===== config.mk =====
export PLATFORM = sky130hd
export DESIGN_NAME = pht_access_scheduler
export DESIGN_NICKNAME = d
export VERILOG_FILES = /design/src/rtl/pht_access_scheduler.sv
export SDC_FILE = /design/constraint.sdc
export NUM_CORES = 1
export LEC_CHECK = 0
export BUFFER_PORTS_ARGS = -buffer_cell sky130_fd_sc_hd__buf_4
export CAP_MARGIN = 20
export CORE_ASPECT_RATIO = 0.8
export CORE_MARGIN = 3
export CORE_UTILIZATION = 62
export CTS_BUF_LIST = sky130_fd_sc_hd__clkbuf_2 sky130_fd_sc_hd__clkbuf_4 sky130_fd_sc_hd__clkbuf_8
export CTS_CLUSTER_SIZE = 25
export DETAILED_ROUTE_END_ITERATION = 6
export MAX_ROUTING_LAYER = met4
export PLACE_DENSITY = 0.94
export SLEW_MARGIN = 20
export SYNTH_ARGS = -nofsm -noshare
export SYNTH_HDL_FRONTEND = slang
export SYNTH_SLANG_ARGS = --single-unit

===== constraint.sdc =====
create_clock -name clk -period 4.6 [get_ports clk]
set_input_delay 0.46 -clock clk [delete_from_list [all_inputs] [get_ports clk]]
set_output_delay 0.46 -clock clk [all_outputs]
set_load 0.05 [all_outputs]

===== src/rtl/pht_access_scheduler.sv =====
// pht_access_scheduler: owns the single-port gshare PHT, runs the clear sweep,
// queues commit updates and applies them as RMW. Option: PHT_TAG_MISS_REINIT_EN.
module pht_access_scheduler #(
    parameter int INDEX_WIDTH  = 10,
    parameter int TAG_WIDTH    = 8,
    parameter int QUEUE_DEPTH  = 4,
    parameter int STARVE_LIMIT = 8
) (
    input  logic                   clk,
    input  logic                   rst,
    input  logic                   query_valid_i,
    input  logic [INDEX_WIDTH-1:0] query_index_i,
    output logic                   query_grant_o,
    input  logic                   update_valid_i,
    input  logic [INDEX_WIDTH-1:0] update_index_i,
    input  logic [TAG_WIDTH-1:0]   update_tag_i,
    input  logic                   update_taken_i,
    output logic                   update_ready_o,
    output logic                   pht_en_o,
    output logic                   pht_we_o,
    output logic [INDEX_WIDTH-1:0] pht_addr_o,
    output logic [TAG_WIDTH+2:0]   pht_wdata_o,
    input  logic [TAG_WIDTH+2:0]   pht_rdata_i,
    output logic                   init_busy_o
);

    localparam int EW = TAG_WIDTH + 3;
    localparam int PW = $clog2(QUEUE_DEPTH);
    localparam int CW = $clog2(QUEUE_DEPTH + 1);
    localparam int SW = $clog2(STARVE_LIMIT + 1);

    typedef enum logic [1:0] {S_INIT, S_IDLE, S_UPD_RD, S_UPD_WR} state_t;

    state_t                 state_q, state_d;
    logic [INDEX_WIDTH-1:0] ptr_q;
    logic [INDEX_WIDTH-1:0] q_index [QUEUE_DEPTH];
    logic [TAG_WIDTH-1:0]   q_tag   [QUEUE_DEPTH];
    logic [QUEUE_DEPTH-1:0] q_taken;
    logic [PW-1:0]          head_q, tail_q;
    logic [CW-1:0]          count_q;
    logic [SW-1:0]          starve_q;
    logic [INDEX_WIDTH-1:0] cur_index_q;
    logic [TAG_WIDTH-1:0]   cur_tag_q;
    logic                   cur_taken_q;
    logic [EW-1:0]          rd_q;

    logic          full, nonempty, forced, enq, deq;
    logic [2:0]    old_ctr, sat_ctr, new_ctr;
    logic [TAG_WIDTH-1:0] old_tag;
    logic          tag_hit;
    logic [EW-1:0] new_entry;

    assign full     = (count_q == CW'(QUEUE_DEPTH));
    assign nonempty = (count_q != '0);
    assign forced   = full | (nonempty & (starve_q == SW'(STARVE_LIMIT)));
    assign update_ready_o = ~rst & ~full & (state_q != S_INIT);
    assign enq      = update_valid_i & update_ready_o;

    assign old_ctr = rd_q[EW-1 -: 3];
    assign old_tag = rd_q[TAG_WIDTH-1:0];
    assign tag_hit = (old_tag == cur_tag_q);

    // Saturating 3-bit counter step toward the resolved direction
    always_comb begin
        sat_ctr = old_ctr;
        if (cur_taken_q) begin
            if (old_ctr != 3'b111) sat_ctr = old_ctr + 3'd1;
        end else if (old_ctr != 3'b000) begin
            sat_ctr = old_ctr - 3'd1;
        end
    end

    // New entry: counter policy on tag miss depends on build option
    always_comb begin
`ifdef PHT_TAG_MISS_REINIT_EN
        new_ctr = tag_hit ? sat_ctr : (cur_taken_q ? 3'b100 : 3'b011);
`else
        new_ctr = sat_ctr;
`endif
        new_entry = {new_ctr, (tag_hit ? old_tag : cur_tag_q)};
    end

    // Port arbitration, SRAM command and next state
    always_comb begin
        state_d       = state_q;
        pht_en_o      = 1'b0;
        pht_we_o      = 1'b0;
        pht_addr_o    = '0;
        pht_wdata_o   = '0;
        query_grant_o = 1'b0;
        init_busy_o   = 1'b0;
        deq           = 1'b0;
        if (rst) begin
            init_busy_o = 1'b1;
        end else begin
            unique case (state_q)
                S_INIT: begin
                    init_busy_o = 1'b1;
                    pht_en_o    = 1'b1;
                    pht_we_o    = 1'b1;
                    pht_addr_o  = ptr_q;
                    pht_wdata_o = {3'b100, {TAG_WIDTH{1'b0}}};
                    if (ptr_q == '1) state_d = S_IDLE;
                end
                S_IDLE: begin
                    if (forced || (!query_valid_i && nonempty)) begin
                        deq        = 1'b1;
                        pht_en_o   = 1'b1;
                        pht_addr_o = q_index[head_q];
                        state_d    = S_UPD_RD;
                    end else if (query_valid_i) begin
                        query_grant_o = 1'b1;
                        pht_en_o      = 1'b1;
                        pht_addr_o    = query_index_i;
                    end
                end
                S_UPD_RD: state_d = S_UPD_WR;
                S_UPD_WR: begin
                    pht_en_o    = 1'b1;
                    pht_we_o    = 1'b1;
                    pht_addr_o  = cur_index_q;
                    pht_wdata_o = new_entry;
                    state_d     = S_IDLE;
                end
                default: state_d = S_INIT;
            endcase
        end
    end

    // State register and clear-sweep pointer
    always_ff @(posedge clk) begin
        if (rst) begin
            state_q <= S_INIT;
            ptr_q   <= '0;
        end else begin
            state_q <= state_d;
            if (state_q == S_INIT) ptr_q <= ptr_q + 1'b1;
        end
    end

    // Queue pointers, occupancy and starvation counter
    always_ff @(posedge clk) begin
        if (rst) begin
            head_q   <= '0;
            tail_q   <= '0;
            count_q  <= '0;
            starve_q <= '0;
        end else begin
            if (enq) tail_q <= tail_q + 1'b1;
            if (deq) head_q <= head_q + 1'b1;
            count_q <= count_q + CW'(enq) - CW'(deq);
            if (deq) begin
                starve_q <= '0;
            end else if (query_grant_o && nonempty &&
                         starve_q != SW'(STARVE_LIMIT)) begin
                starve_q <= starve_q + 1'b1;
            end
        end
    end

    // Queue storage, in-flight update and captured read data
    always_ff @(posedge clk) begin
        if (enq) begin
            q_index[tail_q] <= update_index_i;
            q_tag[tail_q]   <= update_tag_i;
            q_taken[tail_q] <= update_taken_i;
        end
        if (deq) begin
            cur_index_q <= q_index[head_q];
            cur_tag_q   <= q_tag[head_q];
            cur_taken_q <= q_taken[head_q];
        end
        if (state_q == S_UPD_RD) rd_q <= pht_rdata_i;
    end

endmodule


---- After elaboration in Yosys (flattened, before gate mapping) ----
Memories as Yosys holds them, arrays and structs flattened. A register that Yosys moved wholly into a read port is not among the register bits.
Cells that the tools add are included.
W data, S select, Z words.
operators by class
  reduce and logical (&&, ||, !) cells .... 13
  add/sub/neg operators ................... 8
  equal/unequal tests ..................... 11
  magnitude comparators ................... 3
  mux-type cells .......................... 36
  bitwise logic cells ..................... 7
operator list
  operator                 number
  $mux W10                 3
  $pmux W10 S3             1
  $pmux W11 S2             1
  $mux W1                  17
  $mux W11                 1
  $add A10 B1 Y10 const B  1
  $eq A10 B10 Y1 const B   1
  $mux W3                  3
  $eq A8 B8 Y1             1
  $mux W2                  4
  $mux W8                  1
  $pmux W2 S4              1
  $lt A2 B3 Y1 const B     2
  $reduce_bool A3 Y1       2
  $add A2 B1 Y2 const B    2
  $add A4 B1 Y4 const B    1
  $and A1 B1 Y1            4
  $bwmux W4                1
  $eq A2 B2 Y1 const B     2
  $eq A4 B4 Y1 const B     1
  $logic_and A1 B1 Y1      4
  $ne A2 B2 Y1 const B     2
  $ne A4 B4 Y1 const B     1
  $reduce_or A2 Y1         2
  18 further kinds         19
word-level totals
  flip-flop bits (word level) ............. 49
  memory bits (writable) .................. 72
  memories kept ........................... 2
  word-level logic and storage cells ...... 90
  output and inout bits ................... 26
  bits of input ports ..................... 44
memory list
  name     words  bits a word  rd ports  clocked after Yosys merged registers in  write ports  RTL line  text
  q_index  4      10           1         1                                        1            36        logic [INDEX_WIDTH-1:0] q_index [QUEUE_DEPTH];
  q_tag    4      8            1         1                                        1            37        logic [TAG_WIDTH-1:0] q_tag [QUEUE_DEPTH];

---- Longest topological paths before layout ----
  word-level depth ........................ 9
  gate-level depth with buffers ........... 13
  depth with buffers taken out ............ 12

---- Worst setup path after synthesis ----
Ideal clock, no wire load.
  kind .................................... reg-to-reg
  start point ............................. register starve_q[0]
  end point ............................... register count_q[2]
  slack ................................... 1490 ps
  arrival ................................. 2983 ps
  path buffers ............................ 1
  data required time ...................... 4472 ps
  stages on the path, launching flop included .. 14
  setup time .............................. 128 ps
  clock period less this slack ............ 3110 ps
  cells stage by stage .................... dfxtp_1 > inv_1 > ha_1 > and3b_1 > buf_6 > o211ai_1 > nor2_1 > ha_1 > inv_1 > ha_1 > inv_1 > fa_1 > xnor2_1 > nor2_1
on the way
  longest elaborated chain between the ends .. 8
ends and longest elaborated chain
  what                    RTL line  text
  start, declared         41        logic [SW-1:0] starve_q;
  start signal, assigned  156       starve_q <= starve_q + 1'b1;
  $eq A4 B4 Y1            55        assign forced = full | (nonempty & (starve_q == SW'(STARVE_LIMIT)));
  $and A1 B1 Y1           55
  $or A1 B1 Y1            55
  $logic_or A1 B1 Y1      106       if (forced || (!query_valid_i && nonempty)) begin
  $mux W1                 106
  $mux W1                 96        unique case (state_q)
  $mux W1                 93        if (rst) begin
  net deq                 47        logic full, nonempty, forced, enq, deq;
  $sub A3 B1 Y3           151       count_q <= count_q + CW'(enq) - CW'(deq);
  end signal, assigned    151
  end, declared           40        logic [CW-1:0] count_q;
The timed path passes the listed nets, and every way through them passes these cells.
A chain may end at the register's enable or synchronous reset.

---- Final worst setup path ----
  start point ............................. register state_q[0]
  end point ............................... register count_q[2]
on the way
  longest elaborated chain between the ends .. 5
  elaborated cells on any way between the ends .. 8
  those cells by class .................... 2 x add/sub; 1 x eq/ne; 2 x mux; 2 x bitwise; 1 x reduce/logical
ends and longest elaborated chain
  what                    RTL line  text
  start, declared         34        state_t state_q, state_d;
  start signal, assigned  136       state_q <= state_d;
  $reduce_bool A2 Y1      56        assign update_ready_o = ~rst & ~full & (state_q != S_INIT);
  $and A1 B1 Y1           56
  $and A1 B1 Y1           57        assign enq = update_valid_i & update_ready_o;
  $add A3 B1 Y3           151
  $sub A3 B1 Y3 (*)       151
Mark *: on every way between the ends. The rest lies on a longest branch, timed or not.

==> results_dict.tcl <==
set metrics [dict create \
    cts_resized 0 \
    maxCapViolations 0 \
    synth_seq_cells 123 \
    cts.sinks 123 \
    die_w_um 108.9 \
    synthTopCellsByCount "edfxtp_1, nor2_1, dfxtp_1" \
    syn-num-nets 402 \
    routedWlPerCell_um 20.61 \
    cp_common_cell "inv_1" \
    cp.required_ns 4.92 \
    cts_tree "done" \
    fp-row-count 29 \
    vias 3232 \
    first_pass_iters 7 \
    final_layout_size_suffix_gt1_share_pct 29.43 \
    fmax_mhz 326.3 \
    path_cells "inv_1, ha_1, or2_4, a211oi_4, inv_1, ha_1, inv_1, ha_1, inv_1, fa_1, xnor2_1, nor2_1" \
    vias_per_cell 6.144 \
    critPathKind "reg -> reg" \
    syn_area_per_cell_um2 15.46 \
    slowest_stage "ha_1" \
    syn_to_final_growth_pct 17.43 \
    ant_nets 0 \
    max-slew-margin-rel_pct 28.65 \
    post_cts_buffers 0 \
    dp.cells 495 \
    diodes 0 \
    worstPathArrival_ns 3.38 \
    gr-total-overflow 0 \
    grt_use_total_pct 25.46 \
    ys_seq_area_share_pct 65.52 \
    antenna_found_initial 0 \
    setup_tns_ns 0 \
    fin_crit_sh_pct 66.61 \
    rsz0062_at_grt "no" \
    crit_buf_inv 4 \
    total_power_mw 2.633 \
    multi_input_area_um2 1688 \
    async_flop_share_pct 0 \
    hpwlAfterDp_um 6897 \
    grt_max_degree 30 \
    skew_ns 0.008420 \
    grt_pass1_wl_um 17060 \
    syn_area_um2 5255 \
    hold-worst-slack_ns 0.2043 \
    portBuffers 61 \
    synth_most_common_cell "edfxtp_1" \
    routabilityCongestion 0.8778 \
    hold_viol_final 0 \
    cts_buffers 17 \
    clkTransAtPathRegs_ns 0.07 \
    clock-root-buffer "clkbuf_8" \
    yosysUniqueCellTypes 54 \
    num-nets-final 468 \
    dieArea_um2 9623 \
    fin_util_pct 76.26 \
    finalCriticalPeriod_ns 3.064 \
    placed_cell_area_um2 5777 \
    coreArea_um2 8092 \
    irDropWorstVdd_mv 0.3089 \
    initial_core_util_pct 64.95 \
    die_h_um 88.35 \
    first_iter_violations 257 \
    io_pins 70 \
    final_cells 526 \
    slowest_delay_ns 0.47 \
    synth_edf_count 98 \
    crit_family "adder cells" \
    grt_pass1_vias 3348 \
    hp-class "in -> reg" \
    pre_cts_ws_ns 1.561 \
    status "completed" \
    clk-insertion-delay-late_ns 0.44 \
    power.density_nw_per_um2 426.7 \
    syn_inst 340 \
    startpoint_type "flip-flop" \
    synth_ff_type "edfxtp_1" \
    drc 0 \
    fin_area_um2 6171 \
    synth_warnings 0 \
    endpoint_kind "flip-flop" \
    maxSlewViolCount 0 \
    worstMarginPinSlew_ns 1.070 \
    cts_max_path_buffers 2 \
    synth.area.top_cells "edfxtp_1, dfxtp_1, mux4_2" \
    fill_cells 442 \
    synthDominantCellAreaShare_pct 56.00 \
    synth_top_area_cell "edfxtp_1" \
    setup_viol 0 \
    htreeDepth 4 \
    worstPathMaxFanout 18 \
    seqCellArea_um2 3443 \
    postCtsHoldBufs 0 \
    timing.final.ws_setup_ns 1.536 \
    routed_wl_um 10840 \
    leakage_nw 2.207 \
]
[flip-flops by register name (all words and copies together), names as in the netlist, named ones only]
name / cells
count_q: 3
starve_q: 4
tail_q: 2
cur_index_q: 10
cur_taken_q: 1
q_tag: 32
rd_q: 3
cur_tag_q: 8
q_index: 40
q_taken: 4
head_q: 2
state_q: 2
ptr_q: 10
[worst paths after layout]
check / from / end / slack [ns] / cells past startpoint
hold reg to reg: starve_q[3]$_SDFFE_PP0P_ / starve_q[3]$_SDFFE_PP0P_ / 0.53 / 2
setup reg to reg: state_q[0]$_SDFFE_PP0P_ / count_q[2]$_SDFF_PP0_ / 1.54 / 12
setup / recovery: state_q[0]$_SDFFE_PP0P_ / count_q[2]$_SDFF_PP0_ / 1.54 / 12
hold / removal: pht_rdata_i[8] / rd_q[8]$_DFFE_PN_ / 0.20 / 1
[cell families (layout without fill, tap and decap cells)]
kind of cell / Yosys count / after routing / synth area share, %
AO/OA/AOI/OAI: 44 / 44 / 6.572
AND/OR/NAND/NOR: 87 / 87 / 9.191
flip-flops: 123 / 123 / 65.52
multiplexers: 24 / 24 / 9.095
XOR/XNOR: 17 / 17 / 2.833
buffers and inverters: 27 / 105 / 2.357
adder cells (fa/ha/maj): 18 / 18 / 4.429
[layout make-up]
cell class                      instances  area share (%)
Sequential cell                       123           55.80
Multi-Input combinational cell        190           27.35
Timing Repair Buffer                   62           7.543
Clock buffer                           17           3.792
Clock inverter                         14           2.595
Tap cell                              108           2.190
Inverter                               12          0.7299
[worst register-to-register path, delay by kind of cell, from the launching register on]
| kind | cells | cell delay [ns] |
|---|---|---|
| adders and majority gates | 4 | 1.27 |
| buffers and inverters | 4 | 0.28 |
| AOI/OAI and AO/OA | 1 | 0.38 |
| DFF | 1 | 0.39 |
| xor gates and xnor gates | 1 | 0.17 |
| and+or+nand+nor | 2 | 0.45 |
[power by group]
| part | switching, mW | total [mW] | internal (mW) |
|---|---|---|---|
| Clock | 0.453 | 0.944 | 0.491 |
| Sequential | 0.0317 | 1.27 | 1.24 |
| Combinational | 0.274 | 0.422 | 0.149 |
| Total | 0.759 | 2.63 | 1.87 |
[metal layers]
metal	vias to the layer above	track usage [%]	wire (µm)
met5	-	-	0
met4	0	13.30	339
met3	31	7.805	853
met2	166	39.02	5335
met1	1595	30.77	4311
li1	1440	-	-
[layout by cell type (no fill, tap or decap), types with 7 or more instances in the layout]
cell type  instances
edfxtp_1          98
buf_4             62
nor2_1            31
dfxtp_1           25
mux4_2            19
ha_1              17
clkbuf_8          17
inv_1             12
a221o_1           10
a22oi_1            9
a21oi_1            9
and3_1             9
xor2_1             9
and2_1             8
xnor2_1            8
nand2_1            7
inv_6              7
No activity file was read; power rests on OpenSTA's default activity.
